--- config.mk ---
export PLATFORM = sky130hd
export DESIGN_NAME = imem_prog_fetch_flat
export DESIGN_NICKNAME = d
export VERILOG_FILES = /design/src/rtl/imem_prog_fetch_if.sv /design/src/rtl/imem_prog_fetch.sv /design/src/flat_wrapper.sv
export SDC_FILE = /design/constraint.sdc
export NUM_CORES = 2
export LEC_CHECK = 0
export ABC_AREA = 1
export BUFFER_PORTS_ARGS = -buffer_cell sky130_fd_sc_hd__buf_4
export CAP_MARGIN = 10
export CORE_MARGIN = 3
export CORE_UTILIZATION = 35
export CTS_BUF_LIST = sky130_fd_sc_hd__clkbuf_4
export CTS_CLUSTER_DIAMETER = 100
export DETAILED_ROUTE_END_ITERATION = 8
export PLACE_DENSITY = 0.5
export SYNTH_ARGS = -nofsm -noshare
export SYNTH_HDL_FRONTEND = slang
export SYNTH_SLANG_ARGS = --single-unit
--- constraint.sdc ---
create_clock -name clk -period 3.7 [get_ports clk]
set_input_delay 0.185 -clock clk [delete_from_list [all_inputs] [get_ports clk]]
set_output_delay 0.185 -clock clk [all_outputs]
set_load 0.02 [all_outputs]
--- src/rtl/imem_prog_fetch_if.sv ---
// Purpose: bundles the program-load and fetch handshake signals of imem_prog_fetch.
// Ports:   master = loader/CPU side (drives strobes, addresses, write data),
//          slave  = memory side (drives fetch results, load_count, halted, mode).
// Optional: IMEM_PARITY_EN adds par_inject (master->slave) and par_err (slave->master).
interface imem_prog_fetch_if #(
  parameter int ADDR_W  = 8,
  parameter int INSTR_W = 16
);
  logic               prog_en;
  logic               start;
  logic               load_valid;
  logic [ADDR_W-1:0]  load_addr;
  logic [INSTR_W-1:0] load_data;
  logic [ADDR_W:0]    load_count;
  logic               fetch_req;
  logic [ADDR_W-1:0]  fetch_addr;
  logic               fetch_valid;
  logic [INSTR_W-1:0] fetch_instr;
  logic               fetch_err;
  logic               halted;
  logic [1:0]         mode;
`ifdef IMEM_PARITY_EN
  logic               par_inject;
  logic               par_err;
`endif

  modport master (
`ifdef IMEM_PARITY_EN
    output par_inject,
    input  par_err,
`endif
    output prog_en, start, load_valid, load_addr, load_data, fetch_req, fetch_addr,
    input  load_count, fetch_valid, fetch_instr, fetch_err, halted, mode
  );

  modport slave (
`ifdef IMEM_PARITY_EN
    input  par_inject,
    output par_err,
`endif
    input  prog_en, start, load_valid, load_addr, load_data, fetch_req, fetch_addr,
    output load_count, fetch_valid, fetch_instr, fetch_err, halted, mode
  );
endinterface

--- src/rtl/imem_prog_fetch.sv ---
// Purpose: programmable instruction memory with a LOAD/RUN/HALT mode FSM; words are
//          written in LOAD and read in RUN with one cycle of fetch latency.
// Ports:   clk, rst (async, active-high) plus bus (imem_prog_fetch_if.slave):
//          prog_en/start mode control, load_* write port and load_count,
//          fetch_req/fetch_addr request, fetch_valid/fetch_instr/fetch_err response,
//          halted/mode status.
// Optional: IMEM_PARITY_EN stores an even-parity bit per word (par_inject/par_err).
module imem_prog_fetch #(
  parameter int         ADDR_W      = 8,
  parameter int         INSTR_W     = 16,
  parameter int         DEPTH       = 256,
  parameter logic [3:0] HALT_OPCODE = 4'hF
) (
  input logic            clk,
  input logic            rst,
  imem_prog_fetch_if.slave bus
);

  typedef enum logic [1:0] {
    S_LOAD = 2'b00,
    S_RUN  = 2'b01,
    S_HALT = 2'b10
  } state_t;

  localparam int              IDX_W   = (DEPTH > 1) ? $clog2(DEPTH) : 1;
  localparam logic [ADDR_W:0] DEPTH_L = (ADDR_W+1)'(DEPTH);
`ifdef IMEM_PARITY_EN
  localparam int MEM_W = INSTR_W + 1;  // parity bit sits above the instruction word
`else
  localparam int MEM_W = INSTR_W;
`endif

  logic [MEM_W-1:0] mem [0:DEPTH-1];

  state_t state, state_nxt;

  logic             load_ok;
  logic             fetch_go;
  logic             fetch_in;
  logic [MEM_W-1:0] rd_word;
  logic             rd_par_bad;
  logic             rd_halt;
  logic [ADDR_W:0]  count_q;
  logic             valid_q;
  logic [INSTR_W-1:0] instr_q;
  logic             err_q;

  // Writes only land in LOAD and only for in-range addresses.
  assign load_ok  = (state == S_LOAD) && bus.load_valid && ({1'b0, bus.load_addr} < DEPTH_L);
  // prog_en in RUN drops the request issued in the same cycle.
  assign fetch_go = (state == S_RUN) && !bus.prog_en && bus.fetch_req;
  assign fetch_in = ({1'b0, bus.fetch_addr} < DEPTH_L);
  assign rd_word  = mem[bus.fetch_addr[IDX_W-1:0]];

`ifdef IMEM_PARITY_EN
  // Even parity over data plus stored bit: any odd XOR means the word is corrupt.
  assign rd_par_bad = ^rd_word;
`else
  assign rd_par_bad = 1'b0;
`endif

  // A corrupt word must never stop the CPU, even if its opcode looks like halt.
  assign rd_halt = fetch_in && !rd_par_bad && (rd_word[INSTR_W-1 -: 4] == HALT_OPCODE);

  // ---------------- memory array (no reset: contents survive rst) ----------------
  always_ff @(posedge clk) begin
    if (load_ok) begin
`ifdef IMEM_PARITY_EN
      mem[bus.load_addr[IDX_W-1:0]] <= {(^bus.load_data) ^ bus.par_inject, bus.load_data};
`else
      mem[bus.load_addr[IDX_W-1:0]] <= bus.load_data;
`endif
    end
  end

  // ---------------- FSM: state register ----------------
  always_ff @(posedge clk or posedge rst) begin
    if (rst) state <= S_LOAD;
    else     state <= state_nxt;
  end

  // ---------------- FSM: next-state logic ----------------
  // The halt decision is taken on the read that returns the halt word, so HALT
  // is entered on the same edge that presents that word with fetch_valid.
  always_comb begin
    state_nxt = state;
    case (state)
      S_LOAD: if (bus.start) state_nxt = S_RUN;
      S_RUN: begin
        if (bus.prog_en)               state_nxt = S_LOAD;
        else if (fetch_go && rd_halt)  state_nxt = S_HALT;
      end
      S_HALT: if (bus.prog_en) state_nxt = S_LOAD;
      default: state_nxt = S_LOAD;
    endcase
  end

  // ---------------- FSM: outputs ----------------
  always_comb begin
    bus.halted = (state == S_HALT);
    bus.mode   = state;
  end

  // ---------------- load counter ----------------
  always_ff @(posedge clk or posedge rst) begin
    if (rst) begin
      count_q <= '0;
    end else if (bus.prog_en && (state != S_LOAD)) begin
      count_q <= '0;
    end else if (load_ok && (count_q < DEPTH_L)) begin
      count_q <= count_q + 1'b1;
    end
  end

  // ---------------- registered fetch response ----------------
  // fetch_instr/fetch_err hold their last values while no fetch is issued.
  always_ff @(posedge clk or posedge rst) begin
    if (rst) begin
      valid_q <= 1'b0;
      instr_q <= '0;
      err_q   <= 1'b0;
    end else begin
      valid_q <= fetch_go;
      if (fetch_go) begin
        err_q   <= !fetch_in;
        instr_q <= fetch_in ? rd_word[INSTR_W-1:0] : '0;
      end
    end
  end

`ifdef IMEM_PARITY_EN
  logic par_err_q;
  always_ff @(posedge clk or posedge rst) begin
    if (rst)           par_err_q <= 1'b0;
    else if (fetch_go) par_err_q <= fetch_in && rd_par_bad;
  end
  assign bus.par_err = par_err_q;
`endif

  assign bus.load_count  = count_q;
  assign bus.fetch_valid = valid_q;
  assign bus.fetch_instr = instr_q;
  assign bus.fetch_err   = err_q;

endmodule

--- src/flat_wrapper.sv ---
// flat-port wrapper written by rule: the top's interface ports become plain ports
module imem_prog_fetch_flat 
#(
  parameter int         ADDR_W      = 8,
  parameter int         INSTR_W     = 16,
  parameter int         DEPTH       = 256,
  parameter logic [3:0] HALT_OPCODE = 4'hF
)
  (clk, rst, bus_prog_en, bus_start, bus_load_valid, bus_load_addr, bus_load_data, bus_fetch_req, bus_fetch_addr, bus_load_count, bus_fetch_valid, bus_fetch_instr, bus_fetch_err, bus_halted, bus_mode);
  imem_prog_fetch_if #(.ADDR_W(ADDR_W), .INSTR_W(INSTR_W)) bus_i ();
  input logic clk;
  input logic rst;
  input wire logic [$bits(bus_i.prog_en)-1:0] bus_prog_en;
  input wire logic [$bits(bus_i.start)-1:0] bus_start;
  input wire logic [$bits(bus_i.load_valid)-1:0] bus_load_valid;
  input wire logic [$bits(bus_i.load_addr)-1:0] bus_load_addr;
  input wire logic [$bits(bus_i.load_data)-1:0] bus_load_data;
  input wire logic [$bits(bus_i.fetch_req)-1:0] bus_fetch_req;
  input wire logic [$bits(bus_i.fetch_addr)-1:0] bus_fetch_addr;
  output wire logic [$bits(bus_i.load_count)-1:0] bus_load_count;
  output wire logic [$bits(bus_i.fetch_valid)-1:0] bus_fetch_valid;
  output wire logic [$bits(bus_i.fetch_instr)-1:0] bus_fetch_instr;
  output wire logic [$bits(bus_i.fetch_err)-1:0] bus_fetch_err;
  output wire logic [$bits(bus_i.halted)-1:0] bus_halted;
  output wire logic [$bits(bus_i.mode)-1:0] bus_mode;
  assign bus_i.prog_en = bus_prog_en;
  assign bus_i.start = bus_start;
  assign bus_i.load_valid = bus_load_valid;
  assign bus_i.load_addr = bus_load_addr;
  assign bus_i.load_data = bus_load_data;
  assign bus_i.fetch_req = bus_fetch_req;
  assign bus_i.fetch_addr = bus_fetch_addr;
  assign bus_load_count = bus_i.load_count;
  assign bus_fetch_valid = bus_i.fetch_valid;
  assign bus_fetch_instr = bus_i.fetch_instr;
  assign bus_fetch_err = bus_i.fetch_err;
  assign bus_halted = bus_i.halted;
  assign bus_mode = bus_i.mode;
  imem_prog_fetch #(.ADDR_W(ADDR_W), .INSTR_W(INSTR_W), .DEPTH(DEPTH), .HALT_OPCODE(HALT_OPCODE)) u_core (.clk(clk), .rst(rst), .bus(bus_i));
endmodule
# Word-level counts from Yosys, hierarchy flattened
# Memories as Yosys holds them, arrays and structs flattened.
# Cells that the tools add are included.
# op_classes
addsub,1
magnitude_cmp,1
n_mux,9
eq_ne,6
n_reduce_logical,11
# op_table
op,n
2-to-1 mux 9 bit,2
"adder 9 x 1 -> 9 bit, second input constant",1
"< comparator 9 bit, second input constant",1
2-to-1 mux 2 bit,4
logical AND 1 bit,6
case mux 2 bit (3 select lines),1
"equality test 4 bit, second input constant",1
"inequality test 2 bit, second input constant",2
nonzero test 2 bit,2
"inequality test 3 bit, second input constant",1
AND reduction 3 bit,1
"equality test 2 x 1 -> 1 bit, second input constant",1
"equality test 2 bit, second input constant",1
logical NOT 2 bit,1
2-to-1 mux 1 bit,2
logical NOT 1 bit,1
# totals
input_bits,38
ff_bits,28
wordCells,33
ram_bits,4096
mem_count,1
out_inout_bits,30
# memory_table
memory,depth,word_bits,read_ports,rd_clocked_by_memory_dff,write_ports,line,text
u_core.mem,256,16,1,0,1,imem_prog_fetch.sv:33,logic [MEM_W-1:0] mem [0:DEPTH-1];

# Logic depth before layout (Yosys ltp)
# depth
ltp_word,7
ltp_mapped,18
ltp_nobuf,15

# Least setup slack after synthesis
# OpenSTA, ideal clock, no wires.
# synth_path
path_type,flip-flop to flip-flop
from,"register u_core.state[0], in the netlist u_core.bus.mode[0]"
to,"memory u_core.mem[150][0] (netlist bit), enable pin"
setup_ns,0.388
path_stages_with_launch,8
slack_ns,0.943
period_less_slack_ns,2.757
t_arrival_ns,2.369
path_buffers,2
required_ns,3.312
path_cell_list,dfrtp_1 -> nor2_1 -> inv_1 -> nor2_1 -> clkbuf_1 -> nand3_1 -> clkbuf_1 -> nor2_1
# synth_between
elab_chain_cells,4
# synth_lines
element,line,text
from (decl),imem_prog_fetch.sv:35,"state_t state, state_nxt;"
from (signal assigned),imem_prog_fetch.sv:79,else state <= state_nxt;
logical NOT 2 bit,imem_prog_fetch.sv:49,"assign load_ok = (state == S_LOAD) && bus.load_valid && ({1'b0, bus.load_addr} < DEPTH_L);"
logical AND 1 bit,imem_prog_fetch.sv:49,
2-to-1 mux 1 bit,imem_prog_fetch.sv:67,if (load_ok) begin
2-to-1 mux 1 bit (implied by the code),imem_prog_fetch.sv:71,mem[bus.load_addr[IDX_W-1:0]] <= bus.load_data;
to (decl),imem_prog_fetch.sv:33,
# Every way passes these cells.

# Final worst setup path
# layout_path
from,input bus_fetch_addr[1]
to,"register u_core.instr_q[3], in the netlist u_core.bus.fetch_instr[3]"
# layout_between
elab_chain_cells,1
# layout_lines
element,line,text
from (decl),flat_wrapper.sv:19,input wire logic [$bits(bus_i.fetch_addr)-1:0] bus_fetch_addr;
memory (256 x 16 bit),-,
to (signal assigned),imem_prog_fetch.sv:126,instr_q <= fetch_in ? rd_word[INSTR_W-1:0] : '0;
to (decl),imem_prog_fetch.sv:45,logic [INSTR_W-1:0] instr_q;
# Every way passes these cells.
# A chain may end at the register's enable or synchronous reset.

==> out/summary.md <==
## Clocking
• 0 — buffers inserted by post-CTS timing repair
• 7 — total number of H-tree levels
• 70 ps — clock input transition at the sequential cells of the worst setup and hold paths
• 5 — clock buffer depth
• 1750 ps — clock latency at the later pin of the worst-skew pair
• 4124 — clk sinks
• 1131 — TritonCTS Buffers
• sky130_fd_sc_hd__clkbuf_4 — cell at the root of the clock tree
• done — clock tree from TritonCTS

## Die
• 68 — number of top-level design ports
• 250 — number of standard-cell rows in the floorplan
• 0.4642 mm² — area inside the core boundary
• 0.4748 mm² — full die area
• 35.18% — starting utilization of the core area
• 689.1 µm — horizontal extent of the die
• 689.1 µm — Die Y-Extent

## Pwr
• 39.2% — share of power burned in the clock network
• 7.5% — combinational share of power
• 73.45 mW — total internal power
• 64.01 nW — leakage power summed over all cells
• 53.3% — sequential power share
• 24.54% — net switching share of the total power
• 23.88 mW — switching power total
• 0.3136 mV — peak supply drop
• 512.7 mW/mm² — Power per Cell Area

## Drt
• 0 — Antenna Violating Nets Remaining
• 111600 — via count
• 25.71 µm — average wire per cell in the routed design
• 12170 — first-iteration detailed-routing DRC count
• 7 — number of detailed-route iterations in the first pass
• 0 — final routed DRC violation total
• 5.347 — DR vias/cell
• 536.5 mm — final WL

## Place
• 0.8497 — final weighted congestion of routability-driven global placement
• 311.3 mm — Detailed Place HPWL
• 66 — count of input and output buffers

## Yosys
• 4124 — post-synthesis sequential element count
• 4096 — number of enable-type register cells in the synthesized netlist
• 0.01073% — xor and xnor area share after synthesis
• 25 — count of different cell masters after synthesis
• 0.007662% — Post-Synth Adder-Cell Area
• simple AND/OR/NAND/NOR gates — combinational family with the most area after synthesis
• sky130_fd_sc_hd__edfxtp_1 — cell with the most instances after synthesis
• 0 — synthesis warning total
• 12.63 µm² — synthesized area per cell
• 13.90% — basic-gate share of the synthesized area counting and, or, nand and nor cells
• 7.781% — share of the synthesized area in compound gates (AO/OA/AOI/OAI)
• sky130_fd_sc_hd__edfxtp_1 (4096), sky130_fd_sc_hd__nand2_1 (1856), sky130_fd_sc_hd__nor2_1 (1849) — Commonest cells post-synth
• 0% — multiplexer share of the synthesized area
• 75.32% — share of Yosys cell area claimed by the top area cell type
• 12930 — post-synthesis instance total
• 0.1633 mm² — total standard cell area after synthesis
• 12970 — total nets after synthesis
• 0.6790% — async set-or-reset flop fraction in the synthesized netlist
• sky130_fd_sc_hd__edfxtp_1 — prevailing post-synth register cell
• sky130_fd_sc_hd__edfxtp_1 (75%), sky130_fd_sc_hd__nand3_1 (5.4%), sky130_fd_sc_hd__o21ai_0 (4.8%) — biggest area contributors in the synthesized netlist
• sky130_fd_sc_hd__edfxtp_1 — cell taking the most area after synthesis
• 75.75% — proportion of synthesized chip area in sequential cells

## Outcome
• completed — status

## GRT
• 107900 — number of global-route vias before repair
• 25 — antenna violations before repair
• 768.9 mm — first-pass GRT wire length
• 22.32% — GRT Total Usage
• 0 — residual overflow from global routing
• 166 — pin count of the biggest net entering global routing

## STA
• 0 — final number of max-transition violations
• 138.8 ps — final clock skew
• 0 — total setup violations reported at the end of the flow
• 177.1 ps — worst hold slack
• 0 — final count of hold timing violations
• 0 ps — setup tns final
• 99.83% — post-route fraction of the period consumed by the critical path
• 1317 ps — slew at the pin closest to its max-slew limit
• 12.22% — normalized max-slew margin
• 270.7 MHz — Fmax achieved
• 3694 ps — Period minus WS final

## Finish
• 16.24% — area growth from synthesis to final layout
• 16.95% — ratio of cells with drive above 1 in the final layout
• 14080 — number of nets in the finished design
• 0.03559 mm² — area occupied by multi-input gates
• 0.1237 mm² — combined flip-flop and latch cell area
• 44390 — fillers

## Worst setup path
• register — kind of end point of the critical path
• 5380 ps — Data arrival, critical path
• 73 — crit-path max FO
• in2reg — worst setup path category
• input port — type of origin of the critical path
• 5390 ps — Data required, critical path

## Job
• 0 — number of violations of the max-capacitance limit

## Hold path
• in2reg — type of the worst min-delay path

[registers in the layout, summed over array words and instances, names as in the netlist]
signal / flops
u_core.bus.fetch_valid: 1
u_core.bus.load_count: 9
u_core.mem: 4096
u_core.bus.fetch_instr: 16
u_core.bus.mode: 2
[cell families (layout without fill, tap and decap cells)]
family	Yosys count	in the layout
xor gates and xnor gates	2	2
AOI/OAI and AO/OA	2344	2344
other	1	28
buffers and inverters	997	2730
and+or+nand+nor	5460	5460
DFF	4124	4124
adders and majority gates	1	1
[path summary, 6_finish.rpt]
kind	start	end	slack, ps	depth (start not counted)
worst max-delay path	bus_fetch_addr[1]	u_core.bus.fetch_instr[3]	6	18
worst min-delay path	bus_load_data[11]	u_core.mem[3][11]	180	4
worst max register to register	u_core.mem[65][9]	u_core.bus.fetch_instr[9]	160	13
worst min register to register	u_core.bus.load_count[7]	u_core.bus.load_count[8]	520	2
max in group asynchronous	rst	u_core.bus.fetch_valid	2960	6
min in group asynchronous	rst	u_core.bus.load_count[8]	280	6
[critical path: stages]
cell and delay (ps):
sky130_fd_sc_hd__dlygate4sd3_1 560, sky130_fd_sc_hd__buf_8 200, sky130_fd_sc_hd__inv_8 370, sky130_fd_sc_hd__buf_12 380
sky130_fd_sc_hd__buf_4 410, sky130_fd_sc_hd__o21ai_0 140, sky130_fd_sc_hd__o22ai_1 130, sky130_fd_sc_hd__nand2_1 70
sky130_fd_sc_hd__nand3_1 170, sky130_fd_sc_hd__nand3_1 260, sky130_fd_sc_hd__nand3_1 230, sky130_fd_sc_hd__dlygate4sd3_1 620
sky130_fd_sc_hd__nand3_1 90, sky130_fd_sc_hd__dlygate4sd3_1 590, sky130_fd_sc_hd__nand3_1 90, sky130_fd_sc_hd__nand3_1 100
sky130_fd_sc_hd__dlygate4sd3_1 570, sky130_fd_sc_hd__nand2_1 60
[power by group through the flow]
stage               clock network, mW  logic [mW]  registers [mW]
CTS                              39.2        7.27            51.9
global placement                    0        7.04            52.9
detailed placement                  0        7.05            52.9
floorplan                           0        3.16            52.7
finish                           38.1        7.26            51.9
global route                     41.8        7.78            51.9
[timing repair]
item	in CTS	in global routing
setup endpoints to repair	0	19
hold endpoints to repair	8248	0
hold buffers	142	0
resized for setup	0	8
[layer usage]
metal	track usage, %	wire length, µm	share of wire, %
met5	0	0	0
met4	8.396	16630	3.1
met3	5.121	41690	7.8
met2	34.51	247900	46
met1	30.69	230300	43
[cell usage in the layout (no fill, tap or decap), types with 4 or more instances in the layout]
cell type,count
sky130_fd_sc_hd__a21oi_1,9
sky130_fd_sc_hd__buf_12,165
sky130_fd_sc_hd__buf_16,17
sky130_fd_sc_hd__buf_4,588
sky130_fd_sc_hd__buf_8,20
sky130_fd_sc_hd__bufinv_16,5
sky130_fd_sc_hd__clkbuf_4,1602
sky130_fd_sc_hd__clkinv_1,118
sky130_fd_sc_hd__clkinv_2,9
sky130_fd_sc_hd__dfrtp_1,28
sky130_fd_sc_hd__diode_2,27
sky130_fd_sc_hd__dlygate4sd3_1,123
sky130_fd_sc_hd__edfxtp_1,4096
sky130_fd_sc_hd__inv_1,53
sky130_fd_sc_hd__inv_2,22
sky130_fd_sc_hd__inv_8,4
sky130_fd_sc_hd__nand2_1,1840
sky130_fd_sc_hd__nand2_2,14
sky130_fd_sc_hd__nand3_1,1744
sky130_fd_sc_hd__nor2_1,1818
sky130_fd_sc_hd__nor2_2,30
sky130_fd_sc_hd__nor3_1,4
sky130_fd_sc_hd__o21ai_0,1557
sky130_fd_sc_hd__o22ai_1,774
[area by class of cell]
| cell class | count | share of cell area [%] |
|---|---|---|
| multi-input combinational | 7808 | 18.75 |
| tap | 6174 | 4.069 |
| antenna | 27 | 0.03559 |
| clock buffer | 1602 | 6.335 |
| timing repair buffer | 916 | 5.137 |
| inverter | 59 | 0.1351 |
| clock inverter | 153 | 0.3777 |
| sequential | 4124 | 65.16 |
[through the flow]
stage	area (µm²)	power, mW	setup slack [ps]	instances	util [%]
6_report	189800	97.33	6.442	20860	40.89
3_5_place_dp	175300	59.98	-17.77	18940	37.76
4_1_cts	189700	98.39	19.55	20840	40.88
5_1_grt	189800	101.4	-4.619	20850	40.89
2_1_floorplan	163300	55.87	942.9	12930	-
3_3_place_gp	175300	59.98	-96.28	18940	37.76
Note: power is estimated with default switching activity, not from simulation.
